### src/rtl/router_pkg.sv
// Shared definitions for the 5-port mesh router: flit identifiers, port
// indices and the output arbiter state type.
package router_pkg;

  localparam int NUM_PORTS = 5;

  localparam int P_N = 0;
  localparam int P_E = 1;
  localparam int P_W = 2;
  localparam int P_S = 3;
  localparam int P_L = 4;

  localparam logic [2:0] HEADER  = 3'b001;
  localparam logic [2:0] PAYLOAD = 3'b010;
  localparam logic [2:0] TAIL    = 3'b100;

  typedef enum logic {
    IDLE,
    LOCKED
  } arb_state_t;

  // Index of the candidate that sits 'offset' places after 'base' in a ring of n
  function automatic int wrapIndex(input int base, input int offset, input int n);
    return (base + offset) % n;
  endfunction

endpackage

### src/rtl/output_port_arbiter_rr_priority_picker.sv
// Combinational round-robin picker: scans requests starting one place after
// the pointer and reports the first hit as both one-hot and binary index.
// Kept generic so VC allocation can reuse it.
module rr_priority_picker
  import router_pkg::*;
#(
  parameter int N     = NUM_PORTS,
  parameter int IDX_W = 3
) (
  input  logic [N-1:0]     i_req,
  input  logic [IDX_W-1:0] i_rrPtr,
  output logic [N-1:0]     o_winOneHot,
  output logic [IDX_W-1:0] o_winIdx,
  output logic             o_winValid
);

  logic [IDX_W-1:0] w_cand;

  // Walk the ring from rr_ptr+1 and keep the first requester found
  always_comb begin
    o_winOneHot = '0;
    o_winIdx    = '0;
    o_winValid  = 1'b0;
    w_cand      = '0;
    for (int k = 1; k <= N; k++) begin
      w_cand = IDX_W'(wrapIndex(int'(i_rrPtr), k, N));
      if (!o_winValid && i_req[w_cand]) begin
        o_winValid          = 1'b1;
        o_winOneHot[w_cand] = 1'b1;
        o_winIdx            = w_cand;
      end
    end
  end

endmodule

### src/rtl/output_port_arbiter.sv
// Switch allocator for one router output. Grants the output to one input at
// a time with round-robin fairness, holds the grant from HEADER to TAIL and
// pops the owner's FIFO whenever it has data and downstream has room.
module output_port_arbiter
  import router_pkg::*;
#(
  parameter int NUM_IN    = 5,
  parameter int FLIT_ID_W = 3
) (
  input  logic                          clk,
  input  logic                          rst,
  input  logic [NUM_IN-1:0]             req,
  input  logic [NUM_IN-1:0]             empty,
  input  logic [NUM_IN*FLIT_ID_W-1:0]   flit_id_in,
  input  logic                          out_full,
  output logic [NUM_IN-1:0]             grant,
  output logic [NUM_IN-1:0]             read_en,
  output logic                          valid_out,
  output logic [2:0]                    sel
);

  localparam int SEL_W = 3;

  arb_state_t          r_state, w_nextState;
  logic [NUM_IN-1:0]   r_grant, w_nextGrant;
  logic [SEL_W-1:0]    r_sel, w_nextSel;
  logic [SEL_W-1:0]    r_rrPtr, w_nextRrPtr;

  logic [FLIT_ID_W-1:0] w_flitId [NUM_IN];
  logic [FLIT_ID_W-1:0] w_ownerFlit;
  logic [NUM_IN-1:0]    w_hdrValid;
  logic [NUM_IN-1:0]    w_winOneHot;
  logic [SEL_W-1:0]     w_winIdx;
  logic                 w_winValid;
  logic [NUM_IN-1:0]    w_readEn;
  logic                 w_tailPop;

  // Unpack per-input flit ids; only a HEADER at a non-empty head may compete
  always_comb begin
    w_hdrValid = '0;
    for (int i = 0; i < NUM_IN; i++) begin
      w_flitId[i]   = flit_id_in[i*FLIT_ID_W +: FLIT_ID_W];
      w_hdrValid[i] = req[i] & ~empty[i] & (w_flitId[i] == HEADER);
    end
  end

  rr_priority_picker #(
    .N     (NUM_IN),
    .IDX_W (SEL_W)
  ) u_picker (
    .i_req       (w_hdrValid),
    .i_rrPtr     (r_rrPtr),
    .o_winOneHot (w_winOneHot),
    .o_winIdx    (w_winIdx),
    .o_winValid  (w_winValid)
  );

  assign w_ownerFlit = w_flitId[r_sel];

  // Pop the owner's FIFO when it has data and downstream can accept; never during reset
  always_comb begin
    w_readEn = '0;
    if (!rst && (r_state == LOCKED)) begin
      w_readEn = r_grant & ~empty & {NUM_IN{~out_full}};
    end
    w_tailPop = (|w_readEn) && (w_ownerFlit == TAIL);
  end

  // Arbitrate in IDLE, release only when the owner's TAIL actually leaves
  always_comb begin
    w_nextState = r_state;
    w_nextGrant = r_grant;
    w_nextSel   = r_sel;
    w_nextRrPtr = r_rrPtr;
    case (r_state)
      IDLE: begin
        if (w_winValid) begin
          w_nextGrant = w_winOneHot;
          w_nextSel   = w_winIdx;
          w_nextState = LOCKED;
        end
      end
      LOCKED: begin
        if (w_tailPop) begin
          w_nextGrant = '0;
          w_nextSel   = '0;
          w_nextRrPtr = r_sel;
          w_nextState = IDLE;
        end
      end
      default: w_nextState = IDLE;
    endcase
  end

  // State registers; reset leaves input 0 first in line
  always_ff @(posedge clk) begin
    if (rst) begin
      r_state <= IDLE;
      r_grant <= '0;
      r_sel   <= '0;
      r_rrPtr <= SEL_W'(NUM_IN - 1);
    end else begin
      r_state <= w_nextState;
      r_grant <= w_nextGrant;
      r_sel   <= w_nextSel;
      r_rrPtr <= w_nextRrPtr;
    end
  end

  assign grant     = r_grant;
  assign read_en   = w_readEn;
  assign valid_out = |w_readEn;
  assign sel       = r_sel;

endmodule

### config.mk
export PLATFORM = sky130hd
export DESIGN_NAME = output_port_arbiter
export DESIGN_NICKNAME = d
export VERILOG_FILES = /design/src/rtl/router_pkg.sv /design/src/rtl/output_port_arbiter_rr_priority_picker.sv /design/src/rtl/output_port_arbiter.sv
export SDC_FILE = /design/constraint.sdc
export NUM_CORES = 1
export LEC_CHECK = 0
export ABC_AREA = 1
export CAP_MARGIN = 20
export CORE_MARGIN = 2
export CORE_UTILIZATION = 50
export DETAILED_ROUTE_END_ITERATION = 7
export PLACE_DENSITY = 0.79
export SYNTH_ARGS = -nofsm -noshare
export SYNTH_HDL_FRONTEND = slang
export SYNTH_SLANG_ARGS = --single-unit
export TNS_END_PERCENT = 20
### constraint.sdc
create_clock -name clk -period 3.7 [get_ports clk]
set_input_delay 0.74 -clock clk [delete_from_list [all_inputs] [get_ports clk]]
set_output_delay 0.74 -clock clk [all_outputs]
set_load 0.01 [all_outputs]
==> flow_summary.yaml, run 1 <==
synthesis:
  synth_warnings: 0
  ys_ff_latch: 12
  async_reset_ff_frac: 0
  avgSynthCellArea_um2: 5.68
  synth.yosys.seq_area_share: 0.0962
  synth_flop_cell: "dfxtp_1"
  synth_cells: 440
  synth_edf_count: 0
  synth_cell_types: 41
  syn-cell-area_mm2: 0.00250
  syn-num-nets: 496
placed_design:
  place_congestion: 0.935
  dp_hpwl_mm: 5.78
  io_buffers: 41
  dp_cells: 558
die:
  die-area_mm2: 0.00558
  num_io_pins: 42
  die_x_um: 74.7
  die_h_um: 74.7
  fp-row-count: 25
  start_util: 0.525
  coreArea_mm2: 0.00475
route:
  drc_errors: 0
  first_iter_violations: 249
  detailroute.via_count: 3052
  via_per_inst: 5.34
  routed_wl_mm: 7.74
  ant_nets: 0
  wl_per_cell_um: 13.5
  first_pass_iters: 4
flow_run:
  max-cap-violations: 0
critical_path:
  path_class: "flop to flop"
  regToRegStartpoint: "r_rrPtr[0]"
  max_stage_delay_ps: 370
  end_kind: "flop"
  path_delay_family: "simple AND/OR/NAND/NOR gates"
  cp.arrival_ps: 3720
  timing.rr.end: "grant[4]"
  crit_path_top_delay_cell: "dfxtp_4"
  worstRegToRegCells: 27
  worstSetupStartpointType: "flop"
  path_buf_inv: 4
  rrSetupSlack_ps: 160
  worst-path-max-fanout: 7
  cp.required_ps: 3880
final_layout:
  synthToLayoutAreaGrowth_pct: 39.8
  fin_cells: 572
  diodes: 0
  drive_gt1_frac: 0.246
  fin_nets: 562
  final.fill_count: 403
sta:
  max_freq_mhz: 282
  hold_viol_final: 0
  period_share: 0.957
  fin_crit_ps: 3540
  max_slew.worst_pin.slew_ps: 559
  finalClockSkew_ps: 1.16
  finalSetupViolCount: 0
  slew_viol_final: 0
  relSlewSlack: 0.626
cts:
  cts_buffer_depth: 2
  path_clk_slew_ps: 60
  numCtsBuffers: 3
  htree_num_levels: 1
  clockRootBuffer: "clkbuf_8"
  cts_tree: "yes"
  clkLatencyLatePin_ps: 250
  cts.sinks: 12
global_routing:
  grt_pass1_vias: 2754
  grt_first_pass_wirelength_mm: 12.0
  grt_util_met2: 0.470
  grt_use_total: 0.272
  antenna_found_initial: 0
  use_met1: 0.361
  grt_max_degree: 20
  busiest_layer: "met2"
  grt-ovfl-total: 0
  use_met3: 0.0348
power:
  power_density_mw_per_mm2: 105
  p_leak_nw: 1.66
  peakVddDrop_uv: 95.9
  p_total_w: 0.000367
min_path:
  hold_depth: 2
  min_to: "r_state"
  hold_class: "flop to flop"
  min_from: "r_state"
run_status:
  outcome: "complete, no violations"
-- worst max path at each step --
stage | start | depth (start not counted) | to
global route | r_rrPtr[0] | 26 | sel[2]
finish | r_rrPtr[0] | 27 | grant[4]
detailed placement | r_rrPtr[1] | 22 | grant[4]
CTS | r_rrPtr[1] | 25 | grant[2]
floorplan | r_rrPtr[0] | 29 | sel[1]
global placement | r_rrPtr[1] | 23 | grant[1]
-- cell usage after synthesis, types with 5 or more instances --
cell type	number	area, um2
a21oi_1	23	115
nand4_1	12	75.1
nand3_1	45	225
nand3_2	8	80.1
dfxtp_1	12	240
nor2_1	44	165
nor3_1	8	40.0
nand2_1	110	413
inv_1	65	244
nand2_2	14	87.6
o21ai_0	12	60.1
inv_2	12	45.0
clkbuf_1	5	18.8
ha_1	27	338
-- layout make-up --
cell class,count,area (um2),area share
repair buffers,67,618,0.177
flip-flops and latches,12,249,0.0713
multi-input cells,344,2180,0.625
inverters,78,303,0.0867
clock buffers,4,55.1,0.0158
well taps,67,83.8,0.0240
-- state kept, by name, summed over array words and instances (netlist names) --
register  count
sel           3
r_state       1
grant         5
r_rrPtr       3
-- what timing repair did --
item                       CTS  global route
gates resized for setup      7            65
setup endpoints to repair    8             9
setup buffers                2             7
cloned                       0             1
pin swaps                    1            32
hold buffers                 0             0
-- cells by family after synthesis --
| kind of cell | Yosys count | share of synthesized area |
|---|---|---|
| AOI/OAI and AO/OA | 50 | 0.114 |
| xor gates and xnor gates | 4 | 0.0140 |
| adders and majority gates | 28 | 0.143 |
| buffers and inverters | 85 | 0.131 |
| DFF | 12 | 0.0962 |
| and+or+nand+nor | 261 | 0.502 |
-- where the power goes --
| group | leakage [nW] | internal, W | total, W | switching [W] |
|---|---|---|---|---|
| combinational | 1.53 | 0.0000451 | 0.0000841 | 0.0000389 |
| sequential | 0.0982 | 0.000131 | 0.000133 | 0.00000277 |
| clock | 0.0288 | 0.0000943 | 0.000150 | 0.0000556 |
| total | 1.66 | 0.000270 | 0.000367 | 0.0000973 |
-- worst register-to-register path: cells and delay by family (launching register included) --
family                     cells  cell delay (ps)
and+or+nand+nor               18             1940
adders and majority gates      3              510
buffers and inverters          4              430
DFF                            1              370
AOI/OAI and AO/OA              1              150
xor gates and xnor gates       1               70
-- stage by stage --
| step | hold WS (ps) | TNS, ps | instance area (um2) | utilization | worst slack, ps |
|---|---|---|---|---|---|
| floorplan | 445 | 0 | 2520 | - | 10.3 |
| global placement | 453 | 0 | 3110 | 0.653 | 26.0 |
| detailed placement | 466 | -455 | 3110 | 0.653 | -91.9 |
| CTS | 474 | 0 | 3200 | 0.673 | 1.58 |
| global route | 505 | -399 | 3490 | 0.734 | -58.2 |
| finish | 478 | 0 | 3490 | 0.734 | 159 |
-- layout by cell type, fill, tap and decap left out, types with 10 or more instances in the layout --
master | netlist | final
a21oi_1 | 23 | 16
buf_4 | 0 | 25
clkdlybuf4s50_1 | 0 | 41
ha_1 | 27 | 21
inv_1 | 65 | 61
inv_2 | 12 | 14
nand2_1 | 110 | 97
nand2_2 | 14 | 22
nand3_1 | 45 | 41
nand3_2 | 8 | 10
nand4_1 | 12 | 12
nor2_1 | 44 | 39
-- per-layer routing --
metal	share of wire	vias up
met5	0	-
met4	0.013	0
met3	0.070	15
met2	0.48	111
met1	0.44	1378
li1	-	1548
(Power assumes the default switching activity.)
==> run 2, diff against run 1 <==
--- a/config.mk
+++ b/config.mk
@@ -10,6 +10,7 @@
 export CORE_MARGIN = 2
 export CORE_UTILIZATION = 50
 export DETAILED_ROUTE_END_ITERATION = 7
+export GPL_TIMING_DRIVEN = 0
 export PLACE_DENSITY = 0.79
 export SYNTH_ARGS = -nofsm -noshare
 export SYNTH_HDL_FRONTEND = slang
==> run 2 against run 1 <==
Net effect:
- clock skew increased by 3.7 ps
- non-clock buffer count grew 5
- critical endpoint is now sel[0]
- largest power group is now registers
- highest routed layer unchanged
- worst setup slack worse by 85 ps
- maximum frequency fell by 2.3%
- via count grew 3.6%
==> flow_summary.yaml, run 2 (synthesis gave the netlist of run 1 again) <==
run_status:
  outcome: "complete, no violations"
critical_path:
  worst-path-max-fanout: 8
  worstSetupStartpointType: "flop"
  end_kind: "flop"
  cp.arrival_ps: 3800
  path_class: "flop to flop"
  cp.required_ps: 3870
flow_run:
  max-cap-violations: 0
final_layout:
  multiInputGateArea_mm2: 0.00220
  largest_reg_flops: 5
  register_area_um2: 251
  layout_commonest_cell: "nand2_1"
  synthToLayoutAreaGrowth_pct: 41.6
  final_cell_mix: "nand2_1, inv_1, clkdlybuf4s50_1"
  diodes: 0
  fin_cells: 575
  drive_gt1_frac: 0.242
  fin_nets: 566
  final.fill_count: 406
power:
  p_leak_nw: 1.67
  power_density_mw_per_mm2: 95.3
  p_total_w: 0.000337
  peakVddDrop_uv: 232
sta:
  whs_ps: 469
  finalClockSkew_ps: 4.82
  period_share: 0.980
  hold_viol_final: 0
  max_freq_mhz: 276
  fin_crit_ps: 3630
  slew_viol_final: 0
  finalSetupViolCount: 0
  rsz0062_at_grt: "yes"
  relSlewSlack: 0.644
  max_slew.worst_pin.slew_ps: 534
placed_design:
  place_congestion: 0.961
  dp_cells: 548
  io_buffers: 41
  dp_hpwl_mm: 5.60
global_routing:
  grt_max_degree: 11
  grt_pass1_vias: 2760
  grt-ovfl-total: 0
  use_met3: 0.0308
  grt_use_total: 0.270
  antenna_found_initial: 0
  use_met1: 0.314
  busiest_layer: "met2"
  grt_util_met2: 0.512
  grt_first_pass_wirelength_mm: 11.8
cts:
  htree_num_levels: 1
  clkLatencyLatePin_ps: 240
  cts.sinks: 12
  clockRootBuffer: "clkbuf_8"
  path_clk_slew_ps: 50
  cts_buffer_depth: 2
  numCtsBuffers: 3
  cts_tree: "yes"
route:
  routed_wl_mm: 7.86
  first_iter_violations: 199
  first_pass_iters: 7
  wl_per_cell_um: 13.7
  detailroute.via_count: 3162
  via_per_inst: 5.50
  drc_errors: 0
  ant_nets: 0
die:
  coreArea_mm2: 0.00475
  fp-row-count: 25
  die-area_mm2: 0.00558
  die_x_um: 74.7
  start_util: 0.525
  num_io_pins: 42
  die_h_um: 74.7
min_path:
  hold_class: "flop to flop"
## run 2: changes by cell type in the layout (fill, tap and decap cells not counted), sizes merged
cell and change:
nand2 -1, clkbuf +5, buf -1
## run 2: repair_timing
| item | CTS | global route |
|---|---|---|
| hold endpoints to repair | 0 | 0 |
| gates resized for setup | 33 | 47 |
| setup endpoints to repair | 9 | 9 |
| pin swaps | 8 | 22 |
| gates cloned | 1 | 0 |
| hold buffers | 0 | 0 |
| buffers inserted | 16 | 6 |
## run 2: per-stage QoR
step            util  setup WS [ps]  setup TNS, ps  instance area (um2)
2_1_floorplan      -           10.3              0                 2520
3_3_place_gp   0.634           -472          -3720                 3020
3_5_place_dp   0.634           -554          -4450                 3020
4_1_cts        0.692           13.1              0                 3290
5_1_grt        0.744          -75.5           -324                 3540
6_report       0.744           74.4              0                 3540
## run 2: path summary, 6_finish.rpt
kind                    from  endpoint  slack [ps]  cells past startpoint
hold / removal       r_state   r_state         470                      2
setup / recovery  r_rrPtr[1]    sel[0]          70                     25
hold reg to reg      r_state   r_state         470                      2
setup reg to reg  r_rrPtr[1]    sel[0]          70                     25
## run 2: cell type report
class | instances | share of cell area
repair buffers | 65 | 0.168
clock buffers | 3 | 0.0117
plain buffers | 7 | 0.0127
flip-flops and latches | 12 | 0.0711
inverters | 78 | 0.0898
well taps | 67 | 0.0237
multi-input cells | 343 | 0.623
## run 2: routing by layer
| metal | up-vias | share of wire | routed length, um |
|---|---|---|---|
| met1 | 1477 | 0.41 | 3220 |
| met4 | 0 | 0.035 | 274 |
| li1 | 1552 | - | - |
| met2 | 111 | 0.51 | 3990 |
| met5 | - | 0 | 0 |
| met3 | 22 | 0.047 | 373 |
## run 2: worst max-delay path, stage by stage, from the launching register on
cell     delay, ps
dfxtp_4        430
inv_8           80
ha_4           160
nor2_1         200
a21oi_4        110
xor2_2         190
ha_1           200
fa_1           370
inv_1          100
nor2_2          60
nand2_2        130
nand2_1        100
o21ai_2        100
inv_1          110
nor2_2         120
nand3_1         80
nand2_1        110
nor2_4          70
nand3_4        120
nor2_8          50
o21ai_2         70
nand2_2        100
buf_4          160
nor2_1         150
nand2_1         90
a21oi_1        120
## run 2: power by group
part / total (W) / switching [W] / internal [W]
Sequential: 0.000133 / 0.00000266 / 0.000130
Clock: 0.000117 / 0.0000455 / 0.0000715
Combinational: 0.0000873 / 0.0000398 / 0.0000475
Total: 0.000337 / 0.0000880 / 0.000249
==> run 3, diff against run 2 <==
--- a/config.mk
+++ b/config.mk
@@ -7,11 +7,13 @@
 export LEC_CHECK = 0
 export ABC_AREA = 1
 export CAP_MARGIN = 20
+export CORE_ASPECT_RATIO = 1.25
 export CORE_MARGIN = 2
-export CORE_UTILIZATION = 50
+export CORE_UTILIZATION = 51
+export CTS_BUF_LIST = sky130_fd_sc_hd__clkbuf_8
 export DETAILED_ROUTE_END_ITERATION = 7
 export GPL_TIMING_DRIVEN = 0
-export PLACE_DENSITY = 0.79
+export PLACE_DENSITY = 0.8
 export SYNTH_ARGS = -nofsm -noshare
 export SYNTH_HDL_FRONTEND = slang
 export SYNTH_SLANG_ARGS = --single-unit
==> run 3 against run 2 <==
Net effect:
- worst hold slack better by 18 ps
- highest routed layer unchanged
- cell count fell by 0.70%
- sequential power about the same
- clock-buffer cell count grew 1
- clock power up 19%
==> flow_summary.yaml, run 3 (synthesis gave the netlist of run 1 again) <==
global_routing:
  antenna_found_initial: 0
  grt-ovfl-total: 0
  grt_use_total: 0.279
  grt_max_degree: 12
  grt_pass1_vias: 2881
  grt_first_pass_wirelength_mm: 12.1
placed_design:
  io_buffers: 41
  dpl_cell_area_mm2: 0.00301
  place_congestion: 0.915
  dp_hpwl_mm: 5.66
  dp_cells: 541
critical_path:
  crit_path_top_delay_cell: "dfxtp_4"
  max_stage_delay_ps: 370
  crit_top_cell: "nand2_1"
  worstSetupStartpointType: "flop"
  path_class: "flop to flop"
  path_buf_inv: 3
  cp.arrival_ps: 3740
  end_kind: "flop"
  worst-path-max-fanout: 8
  cp.required_ps: 3810
  path_delay_family: "simple AND/OR/NAND/NOR gates"
cts:
  cts_tree: "yes"
  path_clk_slew_ps: 50
  cts.sinks: 12
  htree_num_levels: 1
  clockRootBuffer: "clkbuf_8"
  hold_buffers: 0
  numCtsBuffers: 3
  clkLatencyLatePin_ps: 230
  cts_buffer_depth: 2
flow_run:
  max-cap-violations: 0
sta:
  fin_crit_ps: 3630
  finalSetupViolCount: 0
  finalClockSkew_ps: 0.288
  period_share: 0.982
  tns_ps: 0
  rsz0062_at_grt: "yes"
  max_slew.worst_pin.slew_ps: 1260
  hold_viol_final: 0
  relSlewSlack: 0.151
  slew_viol_final: 0
  max_freq_mhz: 275
final_layout:
  fin_nets: 568
  largest_reg_flops: 5
  drive_gt1_frac: 0.231
  postLayoutCoreUtil: 0.743
  layout_commonest_cell: "nand2_1"
  diodes: 0
  fin_cells: 571
  final_design_area_no_fill_mm2: 0.00351
  synthToLayoutAreaGrowth_pct: 40.7
  final_cell_mix: "nand2_1, inv_1, clkdlybuf4s50_1"
power:
  p_seq_frac: 0.377
  power_density_mw_per_mm2: 101
  peakVddDrop_uv: 231
  intPower_w: 0.000269
  p_comb_frac: 0.231
  pwr-share-clk: 0.392
  p_total_w: 0.000353
  switchingPower_w: 0.0000844
  netSwitchingFraction: 0.239
  p_leak_nw: 1.71
die:
  num_io_pins: 42
  die-area_mm2: 0.00548
  die_h_um: 82.2
  coreArea_mm2: 0.00473
  fp-row-count: 28
  die_x_um: 66.6
  start_util: 0.528
route:
  via_per_inst: 5.40
  ant_nets: 0
  drc_errors: 0
  wl_per_cell_um: 13.9
  routed_wl_mm: 7.93
  detailroute.via_count: 3081
  first_pass_iters: 5
  first_iter_violations: 186
run_status:
  outcome: "complete, no violations"
min_path:
  hold_class: "flop to flop"
==> run 3: final cells by class <==
type                            count  area (um2)
Inverter                           78         313
Tap cell                           60        75.1
Sequential cell                    12         251
Timing Repair Buffer               67         606
Buffer                              7        45.0
Fill cell                         376        1220
Multi-Input combinational cell    343        2170
Clock buffer                        4        55.1
==> run 3: path summary, 6_finish.rpt <==
kind / cells after the start / end / from / slack, ps
max: 25 / sel[0] / r_rrPtr[1] / 70
min: 2 / r_state / r_state / 490
max reg2reg: 25 / sel[0] / r_rrPtr[1] / 70
min reg2reg: 2 / r_state / r_state / 490
==> run 3: power by group through the flow <==
stage / sequential, W / clock (W) / combinational [W]
floorplan: 0.000138 / 0 / 0.0000342
global placement: 0.000138 / 0 / 0.0000763
detailed placement: 0.000138 / 0 / 0.0000771
CTS: 0.000134 / 0.000140 / 0.0000806
global route: 0.000133 / 0.000145 / 0.0000891
finish: 0.000133 / 0.000139 / 0.0000816
==> run 3: worst register-to-register path, stage by stage (launching register included) <==
cell and delay, ps:
dfxtp_4 370, inv_4 140, ha_4 180, nand2_2 90, and2_4 190, ha_4 160, nor2_4 70, nand3_2 110
nand2_4 90, xor2_2 170, ha_2 210, inv_2 40, or2_4 250, nand3_4 110, nand3_2 100, nand2_2 140
nand3_2 90, nand2_1 140, nand3_2 120, nand3b_1 240, inv_2 160, nand2_1 70, nand2_1 80, nand2_1 60
nand2_1 70, a21oi_1 60
==> run 3: metal layers <==
layer | routed length [um] | GRT usage
met1 | 3010 | 0.306
met2 | 4320 | 0.552
met3 | 351 | 0.0244
met4 | 255 | 0.0939
met5 | 0 | 0
==> run 3: metrics by stage <==
stage          hold WS [ps]  setup slack (ps)
2_1_floorplan           445              10.3
4_1_cts                 480              28.0
6_report                487              68.4
5_1_grt                 498              -185
3_3_place_gp            459              -457
3_5_place_dp            463              -540
==> run 3: timing repair <==
action / in CTS / in global routing
pin swaps: 7 / 21
hold endpoints to repair: 0 / 0
gates resized for setup: 34 / 33
buffers inserted: 8 / 17
setup endpoints to repair: 9 / 9
gates cloned: 1 / 0
